===== src/rtl/traffic_light_ctrl_param.sv =====
// traffic_light_ctrl_param: single-intersection traffic-light controller.
// Derives a one-cycle phase tick from the system clock and sequences
// RED -> YELLOW1 -> GREEN -> YELLOW2 with parameterised per-phase durations.
// A latched pedestrian request may cut GREEN short once its minimum time has
// elapsed; night mode overrides everything with a flashing yellow.
// Optional feature macro: PED_REQ_EN
//   defined   - pedestrian request/acknowledge handshake and early GREEN end.
//   undefined - ped_req ignored, ped_ack held low, GREEN always runs T_GREEN.
module traffic_light_ctrl_param #(
    parameter int unsigned TICK_DIV    = 50_000_000,
    parameter int unsigned T_RED       = 40,
    parameter int unsigned T_YELLOW    = 3,
    parameter int unsigned T_GREEN     = 21,
    parameter int unsigned T_GREEN_MIN = 5,
    parameter int unsigned CNT_W       = 6
) (
    input  logic       clk_50MHz,
    input  logic       res,
    input  logic       ped_req,
    input  logic       night,
    output logic [2:0] out_state,
    output logic [2:0] lamps,
    output logic       ped_walk,
    output logic       ped_ack,
    output logic       tick
);

    // Prescaler width; a divider of one still needs a one-bit register.
    localparam int unsigned PRE_W = (TICK_DIV > 1) ? $clog2(TICK_DIV) : 1;

    localparam logic [PRE_W-1:0] PRE_MAX   = PRE_W'(TICK_DIV - 1);
    localparam logic [CNT_W-1:0] RED_LAST  = CNT_W'(T_RED - 1);
    localparam logic [CNT_W-1:0] YEL_LAST  = CNT_W'(T_YELLOW - 1);
    localparam logic [CNT_W-1:0] GRN_LAST  = CNT_W'(T_GREEN - 1);
    localparam logic [CNT_W-1:0] GMIN_LAST = CNT_W'(T_GREEN_MIN - 1);

    typedef enum logic [2:0] {
        StRed      = 3'd0,
        StYellow1  = 3'd1,
        StGreen    = 3'd2,
        StYellow2  = 3'd3,
        StFlashOn  = 3'd4,
        StFlashOff = 3'd5
    } state_e;

    logic [PRE_W-1:0] pre_q, pre_d;
    logic             tick_q, tick_d;

    state_e           state_q, state_d;
    logic [CNT_W-1:0] ph_cnt_q, ph_cnt_d;
    logic [CNT_W-1:0] phase_last;
    logic             phase_done;
    logic             early_end;

    logic [2:0]       lamps_q, lamps_d;
    logic             walk_q, walk_d;

    logic             ped_pend_q, ped_pend_d;
    logic             ped_ack_q;
    logic             ped_set;
    logic             clr_pend;

    // Prescaler next value and tick decode; the tick register then lines up
    // with the cycle in which the prescaler sits at TICK_DIV-1.
    always_comb begin
        pre_d  = (pre_q == PRE_MAX) ? '0 : pre_q + 1'b1;
        tick_d = (pre_d == PRE_MAX);
    end

    // Free-running prescaler and registered tick, never disturbed by the FSM.
    always_ff @(posedge clk_50MHz or posedge res) begin
        if (res) begin
            pre_q  <= '0;
            tick_q <= 1'b0;
        end else begin
            pre_q  <= pre_d;
            tick_q <= tick_d;
        end
    end

    // Last phase-counter value of the current timed state.
    always_comb begin
        unique case (state_q)
            StRed:                phase_last = RED_LAST;
            StYellow1, StYellow2: phase_last = YEL_LAST;
            StGreen:              phase_last = GRN_LAST;
            default:              phase_last = '0;
        endcase
    end

    assign phase_done = (ph_cnt_q == phase_last);
    // Only meaningful in GREEN; ped_pend_q is constant zero without PED_REQ_EN.
    assign early_end  = ped_pend_q && (ph_cnt_q >= GMIN_LAST);

    // Next state, evaluated on tick only: night beats pedestrian beats timeout.
    always_comb begin
        state_d = state_q;
        if (tick_q) begin
            unique case (state_q)
                StRed: begin
                    if (night) begin
                        state_d = StFlashOn;
                    end else if (phase_done) begin
                        state_d = StYellow1;
                    end
                end
                StYellow1: begin
                    if (night) begin
                        state_d = StFlashOn;
                    end else if (phase_done) begin
                        state_d = StGreen;
                    end
                end
                StGreen: begin
                    if (night) begin
                        state_d = StFlashOn;
                    end else if (early_end || phase_done) begin
                        state_d = StYellow2;
                    end
                end
                StYellow2: begin
                    if (night) begin
                        state_d = StFlashOn;
                    end else if (phase_done) begin
                        state_d = StRed;
                    end
                end
                StFlashOn:  state_d = night ? StFlashOff : StRed;
                StFlashOff: state_d = night ? StFlashOn : StRed;
                default:    state_d = StRed;
            endcase
        end
    end

    // Phase counter restarts on every state change, otherwise counts ticks.
    always_comb begin
        ph_cnt_d = ph_cnt_q;
        if (state_d != state_q) begin
            ph_cnt_d = '0;
        end else if (tick_q) begin
            ph_cnt_d = ph_cnt_q + 1'b1;
        end
    end

    // Lamp and walk decode from the upcoming state so both leave a register.
    always_comb begin
        lamps_d = 3'b100;
        walk_d  = (state_d == StRed);
        unique case (state_d)
            StRed:      lamps_d = 3'b100;
            StYellow1:  lamps_d = 3'b110;
            StGreen:    lamps_d = 3'b001;
            StYellow2:  lamps_d = 3'b010;
            StFlashOn:  lamps_d = 3'b010;
            StFlashOff: lamps_d = 3'b000;
            default:    lamps_d = 3'b100;
        endcase
    end

    // Entering RED or a flash state drops any pending request.
    assign clr_pend = (state_d == StRed) || (state_d == StFlashOn) ||
                      (state_d == StFlashOff);

`ifdef PED_REQ_EN
    // Latch a fresh request while traffic moves; a request that coincides with
    // entering RED or flash is dropped and therefore not acknowledged.
    always_comb begin
        ped_set    = ped_req && !ped_pend_q && !clr_pend &&
                     ((state_q == StYellow1) || (state_q == StGreen) ||
                      (state_q == StYellow2));
        ped_pend_d = clr_pend ? 1'b0 : (ped_pend_q || ped_set);
    end
`else
    logic unused_ped;
    assign unused_ped = ped_req | clr_pend;

    // Pedestrian handshake compiled out: nothing ever latches or acknowledges.
    always_comb begin
        ped_set    = 1'b0;
        ped_pend_d = 1'b0;
    end
`endif

    // FSM state, phase counter, decoded outputs and pedestrian handshake.
    always_ff @(posedge clk_50MHz or posedge res) begin
        if (res) begin
            state_q    <= StRed;
            ph_cnt_q   <= '0;
            lamps_q    <= 3'b100;
            walk_q     <= 1'b1;
            ped_pend_q <= 1'b0;
            ped_ack_q  <= 1'b0;
        end else begin
            state_q    <= state_d;
            ph_cnt_q   <= ph_cnt_d;
            lamps_q    <= lamps_d;
            walk_q     <= walk_d;
            ped_pend_q <= ped_pend_d;
            ped_ack_q  <= ped_set;
        end
    end

    assign out_state = state_q;
    assign lamps     = lamps_q;
    assign ped_walk  = walk_q;
    assign ped_ack   = ped_ack_q;
    assign tick      = tick_q;

endmodule


===== config.mk =====
export PLATFORM = sky130hd
export DESIGN_NAME = traffic_light_ctrl_param
export DESIGN_NICKNAME = d
export VERILOG_FILES = /design/src/rtl/traffic_light_ctrl_param.sv
export SDC_FILE = /design/constraint.sdc
export NUM_CORES = 1
export LEC_CHECK = 0
export CORE_UTILIZATION = 40
export DETAILED_ROUTE_END_ITERATION = 7
export MAX_ROUTING_LAYER = met4
export PLACE_DENSITY_LB_ADDON = 0.3
export SKIP_LAST_GASP = 1
export SLEW_MARGIN = 10
export SYNTH_ARGS = -nofsm -noshare
export SYNTH_HDL_FRONTEND = slang
export SYNTH_SLANG_ARGS = --single-unit

===== constraint.sdc =====
create_clock -name clk_50MHz -period 2.7 [get_ports clk_50MHz]
set_input_delay 0.405 -clock clk_50MHz [delete_from_list [all_inputs] [get_ports clk_50MHz]]
set_output_delay 0.405 -clock clk_50MHz [all_outputs]
set_load 0.05 [all_outputs]

==> summary.md <==
| Metric | Value |
|---|---|
| Synth warn | `0` |
| Slowest cell on crit path | `sky130_fd_sc_hd__dfrtp_1` |
| Reported net switching power | `0.215 mW` |
| Number of instances in the synthesized netlist | `between 200 and 250` |
| Final slew viol count | `0` |
| Setup slack after placement | `between 0.1 and 0.15 ns` |
| Routability congestion estimate | `roughly 0.86` |
| Number of CTS-inserted buffers | `5` |
| Number of nets in the layout | `~250` |
| Final Hold Viols | `0` |
| Relative max-transition margin | `0.658` |
| Combined buffer and inverter count along the critical path | `0` |
| Power density over cell area | `between 400 and 500 nW/um2` |
| Cell breakdown of the critical path | `ha_1, nand3_2, nor4_1, xnor2_1, a2111o_1, nor4_1, and3_1` |
| Worst Hold Class | `register to register` |
| Filler cells | `approximately 500` |
| Most used cells in the layout excluding fill and tap cells | `sky130_fd_sc_hd__dfrtp_1, sky130_fd_sc_hd__nor2_1, sky130_fd_sc_hd__xnor2_1, sky130_fd_sc_hd__xor2_1, sky130_fd_sc_hd__nand3_1` |
| Number of levels in the clock H-tree | `2` |
| Kind of cell with the highest combined delay on the critical path | `simple AND/OR/NAND/NOR gates` |
| Internal power summed over all cells | `0.811 mW` |
| Main combinational cell family by area after synthesis | `simple AND/OR/NAND/NOR gates` |
| Placement Cell Area | `2380 um2` |
| Post-CTS Hold Buffers | `0` |
| Post-synth design cell area | `2180 um2` |
| Number of rows in the core area | `26` |
| Layout Area Growth over Synthesis | `13.6%` |
| Post-DR vias/cell | `5.39` |
| Post-route standard cell area excluding fillers | `~2500 um2` |
| Number of flops mapped to enable cells by yosys | `0` |
| GR Overflow Total | `0` |
| Worst skew pair latency | `between 0.2 and 0.3 ns` |
| Clock tree from TritonCTS | `yes` |
| Maximum number of pins on one net before global-route repair | `a little over 40` |
| Kind of critical path | `register to register` |
| Via total after detailed routing | `~1700` |
| Global-route wire length before repair | `approximately 7000 um` |
| Adder and majority cell fraction of the synthesized area | `0.0115` |
| Multiplexer share of the synthesized area | `0.0144` |
| Xor and xnor fraction of the mapped netlist area | `0.133` |
| CTS Buffer Depth | `2` |
| Critical path peak fanout | `7` |
| Worst setup SP type | `register` |
| Routed length per instance | `13.6 um` |
| Leakage power total | `just over 1 nW` |
| Diode count | `0` |
| Final worst path period share | `0.919` |
| Number of I/O pins | `13` |
| Clk Tree Root Cell | `sky130_fd_sc_hd__clkbuf_8` |
| Share of layout cells above drive strength 1 | `0.0954` |
| Detail Placement HPWL | `roughly 3000 um` |
| Initial Utilization | `0.421` |
| Sequential cell fraction of total power | `0.584` |
| Die Area | `roughly 5700 um2` |
| Element type at the critical path end | `register` |
| Clk network pwr share | `0.397` |
| Total wire length after detailed routing | `approximately 4200 um` |
| Setup WS post-layout | `between 0.2 and 0.25 ns` |
| Slew of the pin with the lowest slew margin | `between 0.5 and 0.6 ns` |
| Minimum period implied by the final worst setup slack | `about 2.5 ns` |
| Portion of the post-synthesis area used by sequential elements | `0.461` |
| Initial detailed-routing violation count | `about 110` |
| Post-synthesis average cell area | `about 10 um2` |
| Number of setup violations in the final report | `0` |
| Post-Route Skew | `between 0.005 and 0.006 ns` |
| Port buffer count | `10` |
| Worst endpoint data arrival time | `~2.7 ns` |
| Synthesized Nets | `230` |
| Drt pass-1 iters | `4` |
| Net switching fraction of the power | `0.209` |
| Most frequent standard cell in the layout excluding fill and tap cells | `sky130_fd_sc_hd__dfrtp_1` |
| Share of total power in combinational logic | `0.019` |
| CTS sink cnt | `40` |
| Worst-case vdd ir drop | `approximately 220 uV` |
| Post-Route Setup TNS | `0 ns` |
| Number of unique standard cell types used by synthesis | `52` |
| Antenna Nets Post-Route | `0` |
| Floorplan die height | `between 70 and 80 um` |
| Flip-flop cell with the highest count after synthesis | `sky130_fd_sc_hd__dfrtp_1` |
| Run status | `finished clean` |
| Unrepaired setup endpoints after global routing | `no` |
| Register clock-pin slew on the reported worst setup and hold paths | `approximately 0.08 ns` |
| Max-cap violations | `0` |
| Number of global-route vias before repair | `1554` |
| Data required time of the critical path | `between 2 and 3 ns` |
| Share of synthesized flip-flops with an asynchronous set or reset | `1.00` |
| Core area | `between 5000 and 6000 um2` |
| Most common cell on crit path | `sky130_fd_sc_hd__nor4_1` |
| Number of antenna violations at the first check in global routing | `0` |
| GRT Resource Usage Total | `0.170` |
| Highest Clock Rate | `a little over 0.4 GHz` |
| Area fraction in compound gates after synthesis | `0.0758` |
| Worst path max stage delay | `around 0.46 ns` |
| Register bit count reported by yosys | `40` |
| Simple-gate share of the synthesized area | `0.268` |
| Number of design rule violations left after detail routing | `0` |
| Width of the die | `~76 um` |
==> power by group through the flow <==
stage	combinational, mW	sequential (mW)	clock [mW]
after global routing	0.0238	0.599	0.447
after CTS	0.0212	0.599	0.420
after floorplan	0.0137	0.610	0
after detailed placement	0.0212	0.610	0
after global placement	0.0208	0.610	0
final	0.0199	0.599	0.407
==> cell usage after synthesis, types with 3 or more instances <==
master                     instances  area [um2]
sky130_fd_sc_hd__dfrtp_1          38         951
sky130_fd_sc_hd__nor2_1           35         131
sky130_fd_sc_hd__xnor2_1          18         158
sky130_fd_sc_hd__xor2_1           15         131
sky130_fd_sc_hd__nand3_1          14        70.1
sky130_fd_sc_hd__inv_1            10        37.5
sky130_fd_sc_hd__nand2_1           9        33.8
sky130_fd_sc_hd__nand4_1           8        50.1
sky130_fd_sc_hd__nor3_1            5        25.0
sky130_fd_sc_hd__nor4_1            5        31.3
sky130_fd_sc_hd__buf_2             4        20.0
sky130_fd_sc_hd__and3_1            3        18.8
sky130_fd_sc_hd__and4_1            3        26.3
sky130_fd_sc_hd__clkbuf_1          3        11.3
sky130_fd_sc_hd__nor2b_1           3        18.8
sky130_fd_sc_hd__nor3b_1           3        22.5
==> layer usage <==
layer	track usage	vias to the layer above	wire length, um
met5	-	-	0
met4	0.0432	0	34
met3	0.0357	6	158
met2	0.267	33	1970
met1	0.224	810	2060
li1	-	826	-
==> flip-flops by register name, summed over array words and instances (netlist names) <==
register and cells:
ped_walk 1, out_state 3, lamps 3, pre_q 26, ph_cnt_q 6, tick 1
==> worst register-to-register path: stages, from the launching register on <==
cell,delay (ns)
sky130_fd_sc_hd__dfrtp_1,0.46
sky130_fd_sc_hd__ha_1,0.35
sky130_fd_sc_hd__nand3_2,0.22
sky130_fd_sc_hd__nor4_1,0.40
sky130_fd_sc_hd__xnor2_1,0.14
sky130_fd_sc_hd__a2111o_1,0.36
sky130_fd_sc_hd__nor4_1,0.25
sky130_fd_sc_hd__and3_1,0.23
==> path summary, 6_finish.rpt <==
path                            slack (ns)           end  depth (start not counted)       from
worst max-delay path                  0.22          tick                          7   pre_q[0]
worst min-delay path                  0.52     pre_q[24]                          1  pre_q[24]
worst max register to register        0.22          tick                          7   pre_q[0]
worst min register to register        0.52     pre_q[24]                          1  pre_q[24]
max in group asynchronous             1.80      pre_q[7]                          3        res
min in group asynchronous             0.54  out_state[2]                          3        res
==> logic make-up (layout without fill, tap and decap cells) <==
| logic type | after synthesis | after routing |
|---|---|---|
| flip-flops | 40 | 40 |
| adder cells (fa/ha/maj) | 2 | 2 |
| AND/OR/NAND/NOR | 105 | 105 |
| XOR/XNOR | 33 | 33 |
| buffers and inverters | 18 | 35 |
| AO/OA/AOI/OAI | 22 | 22 |
| other | 1 | 1 |
| multiplexers | 3 | 3 |
==> final cells by class <==
class,count,area [um2],area share
multi-input cells,166,1100,0.446
repair buffers,17,153,0.0617
well taps,70,87.6,0.0354
inverters,10,37.5,0.0152
clock buffers,8,90.1,0.0364
flip-flops and latches,40,1000,0.405
==> metrics by stage <==
stage | total power, mW | hold WS, ns | cells | utilization
after floorplan | 0.624 | 0.467 | 224 | -
after global placement | 0.631 | 0.489 | 303 | 0.460
after detailed placement | 0.632 | 0.512 | 303 | 0.460
after CTS | 1.04 | 0.526 | 311 | 0.478
after global routing | 1.07 | 0.544 | 311 | 0.478
final | 1.03 | 0.523 | 311 | 0.478
==> timing repair <==
item / 4_1_cts / 5_1_grt
gates resized for setup: 0 / 1
setup buffers: 0 / 0
endpoints found under the hold margin: 0 / 0
endpoints found under the setup margin: 0 / 1
Power figures use the tool's default switching activity.
